--- config.mk ---
export PLATFORM = sky130hd
export DESIGN_NAME = kyber_gs_bfu
export DESIGN_NICKNAME = d
export VERILOG_FILES = /design/src/rtl/kyber_gs_bfu.sv
export SDC_FILE = /design/constraint.sdc
export NUM_CORES = 1
export LEC_CHECK = 0
export ABC_AREA = 1
export BUFFER_PORTS_ARGS = -buffer_cell sky130_fd_sc_hd__buf_2
export CAP_MARGIN = 20
export CORE_ASPECT_RATIO = 1.5
export CORE_MARGIN = 2
export CORE_UTILIZATION = 64
export DETAILED_ROUTE_END_ITERATION = 8
export HOLD_SLACK_MARGIN = 0.1
export PLACE_DENSITY = 0.87
export SLEW_MARGIN = 40
export SYNTH_ARGS = -nofsm -noshare
export SYNTH_HDL_FRONTEND = slang
export SYNTH_SLANG_ARGS = --single-unit
--- constraint.sdc ---
create_clock -name clk -period 15.6 [get_ports clk]
set_input_delay 3.12 -clock clk [delete_from_list [all_inputs] [get_ports clk]]
set_output_delay 3.12 -clock clk [all_outputs]
set_load 0.03 [all_outputs]
--- src/rtl/kyber_gs_bfu.sv ---
// ============================================================================
// kyber_gs_bfu -- Kyber (Q=3329) Gentleman-Sande inverse-NTT butterfly.
//
// Computes one butterfly per accepted input through a 3-stage pipeline:
//   u = (a + b) mod Q
//   v = ((a - b) mod Q) * zeta mod Q
// Neither output is halved; the division by 2 happens in a downstream stage.
//
// Ports
//   clk        in   rising-edge clock
//   rst        in   synchronous, active-high reset
//   in_valid   in   input butterfly presented
//   in_ready   out  input accepted this cycle (= global advance enable)
//   a_in       in   [DW-1:0] top coefficient, 0..Q-1
//   b_in       in   [DW-1:0] bottom coefficient, 0..Q-1
//   zeta_in    in   [DW-1:0] inverse-NTT twiddle, 0..Q-1
//   out_valid  out  u_out / v_out valid
//   out_ready  in   downstream accepts the output
//   u_out      out  [DW-1:0] (a+b) mod Q
//   v_out      out  [DW-1:0] ((a-b) mod Q)*zeta mod Q
//   bfly_cnt   out  [15:0] completed-butterfly count, wrapping
//                   (only present when KYBER_BFU_CNT_EN is defined)
//
// Build option
//   KYBER_BFU_CNT_EN : adds the bfly_cnt port and its counter. The datapath
//                      is identical with or without it.
// ============================================================================
`default_nettype none

module kyber_gs_bfu #(
    parameter int Q  = 3329,
    parameter int DW = 12
) (
    input  logic          clk,
    input  logic          rst,
    input  logic          in_valid,
    output logic          in_ready,
    input  logic [DW-1:0] a_in,
    input  logic [DW-1:0] b_in,
    input  logic [DW-1:0] zeta_in,
    output logic          out_valid,
    input  logic          out_ready,
    output logic [DW-1:0] u_out,
    output logic [DW-1:0] v_out
`ifdef KYBER_BFU_CNT_EN
    ,
    output logic [15:0]   bfly_cnt
`endif
);

    localparam int STAGES = 3;
    localparam int PW     = 2 * DW;     // product width
    localparam int BK     = 3 * DW;     // Barrett shift
    // Barrett constant floor(2^BK / Q). With BK = 36 and p < 2^24 the
    // quotient estimate is at most one below the true quotient, so a single
    // conditional subtraction yields the exact residue.
    localparam longint unsigned BM = (64'd1 << BK) / 64'(Q);

    // ------------------------------------------------------------------
    // Pipeline registers
    // ------------------------------------------------------------------
    logic [STAGES:1] r_vld_pipe;
    logic [DW-1:0]   r_s1, r_d1, r_z1;   // S1: sum, diff, zeta
    logic [PW-1:0]   r_p2;               // S2: diff*zeta
    logic [DW-1:0]   r_s2;
    logic [DW-1:0]   r_r3, r_s3;         // S3: reduced product, sum

    // Whole pipeline advances together whenever the output slot is free.
    logic w_en;
    assign w_en      = !r_vld_pipe[STAGES] | out_ready;
    assign in_ready  = w_en;
    assign out_valid = r_vld_pipe[STAGES];
    assign u_out     = r_s3;
    assign v_out     = r_r3;

    // ------------------------------------------------------------------
    // S1 combinational: modular add / sub, one conditional correction each
    // ------------------------------------------------------------------
    logic [DW:0]   w_sum;
    logic [DW-1:0] w_s, w_d;

    always_comb begin
        w_sum = {1'b0, a_in} + {1'b0, b_in};
        if (w_sum >= (DW+1)'(Q))
            w_s = DW'(w_sum - (DW+1)'(Q));
        else
            w_s = w_sum[DW-1:0];

        if (a_in < b_in)
            w_d = DW'({1'b0, a_in} + (DW+1)'(Q) - {1'b0, b_in});
        else
            w_d = a_in - b_in;
    end

    // ------------------------------------------------------------------
    // S3 combinational: Barrett reduction of r_p2
    // ------------------------------------------------------------------
    logic [63:0]   w_bprod;
    logic [PW-1:0] w_quot;
    logic [PW-1:0] w_tq;
    logic [DW:0]   w_rem;    // p - t*Q lies in 0..2Q-1
    logic [DW-1:0] w_red;

    always_comb begin
        w_bprod = 64'(r_p2) * BM;
        w_quot  = PW'(w_bprod >> BK);
        w_tq    = w_quot * PW'(Q);
        w_rem   = (DW+1)'(r_p2 - w_tq);
        if (w_rem >= (DW+1)'(Q))
            w_red = DW'(w_rem - (DW+1)'(Q));
        else
            w_red = w_rem[DW-1:0];
    end

    // ------------------------------------------------------------------
    // Lockstep pipeline: bubbles travel with the data, nothing collapses.
    // ------------------------------------------------------------------
    always_ff @(posedge clk) begin
        if (rst) begin
            r_vld_pipe <= '0;
            r_s1       <= '0;
            r_d1       <= '0;
            r_z1       <= '0;
            r_p2       <= '0;
            r_s2       <= '0;
            r_r3       <= '0;
            r_s3       <= '0;
        end else if (w_en) begin
            r_vld_pipe <= {r_vld_pipe[STAGES-1:1], in_valid};
            r_s1       <= w_s;
            r_d1       <= w_d;
            r_z1       <= zeta_in;
            r_p2       <= PW'(r_d1) * PW'(r_z1);
            r_s2       <= r_s1;
            r_r3       <= w_red;
            r_s3       <= r_s2;
        end
    end

`ifdef KYBER_BFU_CNT_EN
    logic [15:0] r_bfly_cnt;

    always_ff @(posedge clk) begin
        if (rst)
            r_bfly_cnt <= '0;
        else if (r_vld_pipe[STAGES] && out_ready)
            r_bfly_cnt <= r_bfly_cnt + 16'd1;   // wraps 65535 -> 0
    end

    assign bfly_cnt = r_bfly_cnt;
`endif

endmodule

`default_nettype wire
==> parameters.txt, run 1 <==
Parameter                              Value

Outcome
  Run status    complete, no violations

Timing
  Number of failing setup endpoints in the final timing report    0
  Transition time at the pin with the least slew margin    0.910 ns
  Period Utilization, post-route    74.4%
  Worst hold margin    0.480 ns
  Relative max-transition margin    38.7%
  Post-layout min period    11.61 ns
  RSZ-0062 raised after global routing    false
  Clk_skew    0.0165 ns
  Fmax achieved    86.2 MHz
  Fin. Hold Viols    0
  Setup total negative slack    0 ns
  Slew Viols, Final    0

GRT
  Aggregate global routing overflow    0
  Largest net degree at the start of global routing    99
  Global-route wire length before repair    105,000 um
  Global-route usage over all layers    35.6%
  Number of global-route vias before repair    20,200
  Number of antenna violations at the first check in global routing    0

Die
  Effective utilization at floorplan    64.6%
  Die span in y    239 um
  Number of rows in the core area    86
  Number of top-level pins    66
  Floorplan Core Area    36,500 sq um
  Horizontal die dimension    161 um
  Total die area    38,400 sq um

Yosys
  Ranking of synthesized cells by instance count    inv_1, nand2_1, fa_1
  Count of unique library cells instantiated by Yosys    49
  Most instantiated flip-flop cell in the synthesis netlist    dfxtp_1
  Post-synth top area cell    fa_1
  Basic-gate share of the synthesized area counting and, or, nand and nor cells    13.0%
  Synth Register Bits    99
  Synthesized-area fraction occupied by ao, oa, aoi and oai cells    7.95%
  Most frequent cell after synthesis    inv_1
  Largest family of logic cells by synthesized area    adder cells
  Sequential area share after synthesis    8.42%
  Proportion of netlist area held by the largest area contributor    33.0%
  Adder and majority gate portion of the synthesized area    52.5%
  Fraction of synthesized area in multiplexers    0%
  Gate count after technology mapping    2,930
  Proportion of synthesized flip-flops having asynchronous set or reset    0%
  Count of flip-flops with a built-in enable after synthesis    0
  Post-Synthesis Mean Instance Area    8.04 sq um
  Count of yosys warnings during synthesis    0
  Netlist area before placement    23,600 sq um
  Nets in the synthesized netlist    3,725
  Synth Area in XOR/XNOR    3.23%
  Top area cells in the synthesized netlist    fa_1, ha_1, inv_1

Critical path
  Setup CP Type    flop to flop
  Capture point of the worst path    v_out[9]
  Launch point of the worst reg-to-reg path    r_p2[7]
  Type of element launching the critical path    flop
  Register-to-register path setup slack    3.99 ns
  Crit path required time    15.88 ns
  Arrival time at the worst endpoint    11.89 ns
  Cell type of the slowest stage on the worst timing path    dfxtp_1
  Worst R2R End    v_out[9]
  Worst reg-to-reg path cell count    51
  Crit path launch    r_p2[7]
  Crit path largest cell delay    0.81 ns
  Nature of the critical path endpoint    flop
  Highest net fanout along the worst path    13

Routing
  Average wire per cell in the routed design    19.0 um
  Vias per std cell    5.47
  Routed vias    18,800
  Post-route DRC    0
  Routed wire length    65,300 um
  Initial DRC count    998
  Number of iterations in the first detailed-routing pass    8
  Antenna-violating nets left    0

Final layout
  NumNets Final    3,743
  Layout fillers    2,955
  Final instance count without filler cells    3,437
  Diodes inserted    0
  Area growth syn-to-layout    4.29%
  Layout cells sized above 1    3.89%

Clock tree
  TritonCTS clock tree    built
  Clock network latency to the later pin of the worst-skew pair    0.38 ns
  Number of buffers added by the clock tree synthesis step    9
  Clock slew at the register clock pins of the worst setup and hold paths    0.08 ns
  Number of hold-repair buffers added at the cts stage    0
  Number of gates given a new drive strength after cts    0
  Buffers inserted during post-CTS setup optimization    0
  H-Tree Level Count    3
  Buffer cell driving the clock tree root    clkbuf_16
  Buffer levels on the longest clock path    2
  CTS Sinks    99

Placed design
  Cells after DPL    3,421
  HPWL after DPL    56,100 um
  Placer Congestion    1.04
  Port Buffer Count    65

Run
  Number of max-cap violations    0

Worst hold path
  Class of the worst hold path    flop to flop
  Cell depth of the worst hold path    2
area by class of cell:
| class | count | area, sq um | area share [%] |
|---|---|---|---|
| clock buffer | 9 | 225 | 0.917 |
| tap | 484 | 606 | 2.47 |
| sequential | 99 | 1980 | 8.07 |
| timing repair buffer | 71 | 378 | 1.54 |
| clock inverter | 7 | 57.6 | 0.234 |
| inverter | 867 | 3250 | 13.3 |
| multi-input combinational | 1900 | 18100 | 73.5 |
cells in the final DEF (no fill, tap or decap), drive strengths merged, types with 21 or more instances in the layout:
master,netlist,routed
inv,866,871
nand2,425,425
fa,388,388
ha,367,367
nor2,170,170
o21ai,138,138
a21oi,113,113
dfxtp,99,99
buf,8,71
nand3,68,68
xor2,65,65
nand4,38,38
o21bai,26,26
xnor2,21,21
stage by stage:
step                utilization (%)  instance area (sq um)  worst slack [ns]
finish                         67.3                  24600              3.99
CTS                            67.3                  24600              4.10
global placement               66.5                  24300              4.44
global route                   67.3                  24600              3.10
floorplan                         -                  23600              6.12
detailed placement             66.5                  24300              4.13
worst max-delay path: cells and delay by family (launching register included):
family / cells / cell delay [ns]
AND/OR/NAND/NOR: 21 / 3.19
adder cells (fa/ha/maj): 13 / 5.53
AO/OA/AOI/OAI: 5 / 0.92
XOR/XNOR: 1 / 0.38
flip-flops: 1 / 0.81
buffers and inverters: 11 / 0.70
worst min-delay path by stage:
| stage | start | end | slack, ns |
|---|---|---|---|
| 2_1_floorplan | r_vld_pipe[2] | r_vld_pipe[2] | 0.43 |
| 3_3_place_gp | u_out[6] | u_out[6] | 0.46 |
| 3_5_place_dp | r_s2[2] | r_s2[2] | 0.47 |
| 4_1_cts | r_s2[2] | r_s2[2] | 0.48 |
| 5_1_grt | r_vld_pipe[2] | r_vld_pipe[3] | 0.52 |
| 6_report | r_s2[2] | r_s2[2] | 0.48 |
flip-flops by register name, summed over array words and instances, names as in the netlist:
signal,count
r_z1,12
r_s1,12
r_vld_pipe,3
r_d1,12
r_p2,24
u_out,12
v_out,12
r_s2,12
cell families (layout without fill, tap and decap cells):
logic type / Yosys count / count (layout)
and+or+nand+nor: 733 / 733
AOI/OAI and AO/OA: 326 / 326
DFF: 99 / 99
adders and majority gates: 755 / 755
xor gates and xnor gates: 86 / 86
buffers and inverters: 931 / 954
per-layer routing:
metal	vias to the layer above	part of all wire, %	routed length [um]	track usage [%]
li1	8823	-	-	-
met1	9050	33	21200	35.8
met2	649	53	34700	66.3
met3	270	4.8	3140	4.35
met4	0	9.5	6210	28.0
met5	-	0	0	0
Power of run 1 is not shown: default switching activity piles up to over one toggle a cycle in this logic, so the estimate is an artifact.
==> run 2: changes to the inputs <==
--- a/config.mk
+++ b/config.mk
@@ -5,15 +5,15 @@
 export SDC_FILE = /design/constraint.sdc
 export NUM_CORES = 1
 export LEC_CHECK = 0
-export ABC_AREA = 1
+export ABC_AREA = 0
 export BUFFER_PORTS_ARGS = -buffer_cell sky130_fd_sc_hd__buf_2
 export CAP_MARGIN = 20
 export CORE_ASPECT_RATIO = 1.5
 export CORE_MARGIN = 2
-export CORE_UTILIZATION = 64
+export CORE_UTILIZATION = 60
 export DETAILED_ROUTE_END_ITERATION = 8
 export HOLD_SLACK_MARGIN = 0.1
-export PLACE_DENSITY = 0.87
+export PLACE_DENSITY = 0.85
 export SLEW_MARGIN = 40
 export SYNTH_ARGS = -nofsm -noshare
 export SYNTH_HDL_FRONTEND = slang
==> constraint.sdc (replaced) <==
create_clock -name clk -period 10.51 [get_ports clk]
set_input_delay 2.102 -clock clk [delete_from_list [all_inputs] [get_ports clk]]
set_output_delay 2.102 -clock clk [all_outputs]
set_load 0.03 [all_outputs]
==> run 2 against run 1 <==
The run now ends with setup timing left. Wire length is 3.8% lower. Critical path depth is 10 lower. First-iteration DRC count is 1.9% lower. Sequential cell count stayed put. Setup slack worse by 4.2 ns. Highest routed layer unchanged.
==> parameters.txt, run 2 <==
Parameter                              Value

Yosys
  Synth Area in XOR/XNOR    3.12% (was 3.23%)
  Synth Register Bits    99 (unchanged)
  Largest family of logic cells by synthesized area    adder cells (unchanged)
  Nets in the synthesized netlist    3,299 (was 3,725)
  Sequential area share after synthesis    8.78% (was 8.42%)
  Most instantiated flip-flop cell in the synthesis netlist    dfxtp_1 (unchanged)
  Synthesized-area fraction occupied by ao, oa, aoi and oai cells    10.7% (was 7.95%)
  Ranking of synthesized cells by instance count    inv_1, fa_1, ha_1 (was inv_1, nand2_1, fa_1)
  Count of unique library cells instantiated by Yosys    83 (was 49)
  Basic-gate share of the synthesized area counting and, or, nand and nor cells    10.4% (was 13.0%)
  Post-synth top area cell    fa_1 (unchanged)
  Top area cells in the synthesized netlist    fa_1, ha_1, inv_1 (unchanged)
  Count of flip-flops with a built-in enable after synthesis    0 (unchanged)
  Proportion of synthesized flip-flops having asynchronous set or reset    0% (unchanged)
  Gate count after technology mapping    2,504 (was 2,930)
  Most frequent cell after synthesis    inv_1 (unchanged)
  Fraction of synthesized area in multiplexers    0.0887% (was 0%)
  Proportion of netlist area held by the largest area contributor    34.4% (was 33.0%)
  Count of yosys warnings during synthesis    0 (unchanged)
  Post-Synthesis Mean Instance Area    9.01 sq um (was 8.04 sq um)
  Netlist area before placement    22,600 sq um (was 23,600 sq um)
  Adder and majority gate portion of the synthesized area    54.8% (was 52.5%)

Timing
  Setup total negative slack    -1.19 ns (was 0 ns)
  Transition time at the pin with the least slew margin    0.830 ns (was 0.910 ns)
  Slew Viols, Final    0 (unchanged)
  Fmax achieved    93.7 MHz (was 86.2 MHz)
  Number of failing setup endpoints in the final timing report    12 (was 0)
  Relative max-transition margin    44.3% (was 38.7%)
  Period Utilization, post-route    102% (was 74.4%)
  Setup ws final    -0.162 ns (was 3.99 ns)
  Post-layout min period    10.67 ns (was 11.61 ns)
  Fin. Hold Viols    0 (unchanged)
  RSZ-0062 raised after global routing    true (was false)
  Clk_skew    0.0175 ns (was 0.0165 ns)

Critical path
  Most frequent CP cell    fa_1
  Crit path largest cell delay    0.60 ns (was 0.81 ns)
  Cell type of the slowest stage on the worst timing path    fa_1 (was dfxtp_1)
  Crit path required time    10.82 ns (was 15.88 ns)
  Setup CP Type    flop to flop (unchanged)
  Type of element launching the critical path    flop (unchanged)
  Nature of the critical path endpoint    flop (unchanged)
  Highest net fanout along the worst path    7 (was 13)
  Arrival time at the worst endpoint    10.98 ns (was 11.89 ns)

Die
  Number of rows in the core area    87 (was 86)
  Floorplan Core Area    37,300 sq um (was 36,500 sq um)
  Number of top-level pins    66 (unchanged)
  Horizontal die dimension    162 um (was 161 um)
  Die span in y    242 um (was 239 um)
  Total die area    39,200 sq um (was 38,400 sq um)
  Effective utilization at floorplan    60.4% (was 64.6%)

GRT
  Largest net degree at the start of global routing    102 (was 99)
  Number of global-route vias before repair    19,700 (was 20,200)
  Global-route usage over all layers    32.2% (was 35.6%)
  Aggregate global routing overflow    0 (unchanged)
  Global-route wire length before repair    98,100 um (was 105,000 um)
  Number of antenna violations at the first check in global routing    0 (unchanged)

Clock tree
  Clock network latency to the later pin of the worst-skew pair    0.39 ns (was 0.38 ns)
  Buffer cell driving the clock tree root    clkbuf_16 (unchanged)
  TritonCTS clock tree    built (unchanged)
  Buffer levels on the longest clock path    2 (unchanged)
  CTS Sinks    99 (unchanged)
  H-Tree Level Count    3 (unchanged)
  Clock slew at the register clock pins of the worst setup and hold paths    0.07 ns (was 0.08 ns)
  Number of buffers added by the clock tree synthesis step    9 (unchanged)

Final layout
  Layout cells sized above 1    15.1% (was 3.89%)
  Register with the highest flop count    r_p2 (unchanged)
  Area of the multi-input gates    18,400 sq um (was 18,100 sq um)
  Share of the core filled with cells    68.4% (was 67.3%)
  NumNets Final    3,492 (was 3,743)
  Layout fillers    2,817 (was 2,955)
  Max reg flops    24 (unchanged)
  Area growth syn-to-layout    13.1% (was 4.29%)
  Area taken by flip-flops and latches    2020 sq um (was 1980 sq um)
  Diodes inserted    0 (unchanged)
  Commonest non-fill, non-tap cell in the layout    inv_1 (unchanged)
  Top library cells by usage in the layout, fill and taps aside    inv_1, fa_1, ha_1 (was inv_1, nand2_1, fa_1)

Placed design
  Placer Congestion    0.991 (was 1.04)
  HPWL after DPL    52,500 um (was 56,100 um)
  Port Buffer Count    65 (unchanged)
  Worst slack at placement    -0.368 ns (was 4.13 ns)

Worst hold path
  Class of the worst hold path    flop to flop (unchanged)

Outcome
  Run status    finished with violations (was complete, no violations)
  Violations in the final reports    setup timing

Routing
  Routed wire length    62,800 um (was 65,300 um)
  Routed vias    18,200 (was 18,800)
  Number of iterations in the first detailed-routing pass    8 (unchanged)
  Initial DRC count    979 (was 998)
  Vias per std cell    5.70 (was 5.47)
  Average wire per cell in the routed design    19.7 um (was 19.0 um)
  Post-route DRC    0 (unchanged)
  Antenna-violating nets left    0 (unchanged)

Run
  Number of max-cap violations    0 (unchanged)
-- run 2: cell types whose count changed after synthesis, sizes merged, moves of 34 or more --
cell   change
and2      +78
inv      -217
nand2    -200
nand3     -34
nor2     -100
o21ai     -87
xor2      -45
-- run 2: worst max-delay path: cells and delay by family (launching register included) --
kind	cells	cell delay, ns
DFF	1	0.37
and+or+nand+nor	3	0.36
adders and majority gates	13	5.45
xor gates and xnor gates	7	1.34
AOI/OAI and AO/OA	10	2.39
buffers and inverters	8	0.69
-- run 2: timing repair --
| item | CTS | global route |
|---|---|---|
| pin swaps | 69 | 50 |
| gates resized for setup | 83 | 50 |
| hold buffers | 0 | 0 |
| endpoints found under the setup margin | 12 | 12 |
| buffers inserted | 13 | 9 |
-- run 2: cell type report --
class,instances,area share (%)
clock buffers,9,0.882
clock inverters,7,0.367
inverters,650,9.56
multi-input cells,1690,72.0
flip-flops and latches,99,7.89
well taps,489,2.40
repair buffers,247,6.92
-- run 2: cells by family (layout without fill, tap and decap cells) --
| group | after synthesis | after routing |
|---|---|---|
| fa+ha+maj | 755 | 755 |
| compound gates | 357 | 357 |
| xor+xnor | 74 | 74 |
| simple gates | 502 | 502 |
| buf+inv | 715 | 913 |
| mux | 2 | 2 |
| flops | 99 | 99 |
-- run 2: final timing paths --
check / from / to / slack (ns) / cells after the start
max: r_p2[14] / v_out[3] / -0.16 / 41
min: u_out[1] / u_out[1] / 0.45 / 2
max reg2reg: r_p2[14] / v_out[3] / -0.16 / 41
min reg2reg: u_out[1] / u_out[1] / 0.45 / 2
-- run 2: through the flow --
step	cells	hold WS [ns]	area, sq um
2_1_floorplan	2504	0.425	22600
3_3_place_gp	3152	0.437	24400
3_5_place_dp	3152	0.443	24400
4_1_cts	3181	0.454	25200
5_1_grt	3191	0.474	25500
6_report	3191	0.454	25500
-- run 2: layer usage --
metal / part of all wire (%) / track usage (%)
met2: 53 / 59.1
met1: 35 / 33.5
met3: 4.2 / 3.16
met4: 8.6 / 23.8
met5: 0 / 0
Power of run 2 is left out for the same reason.
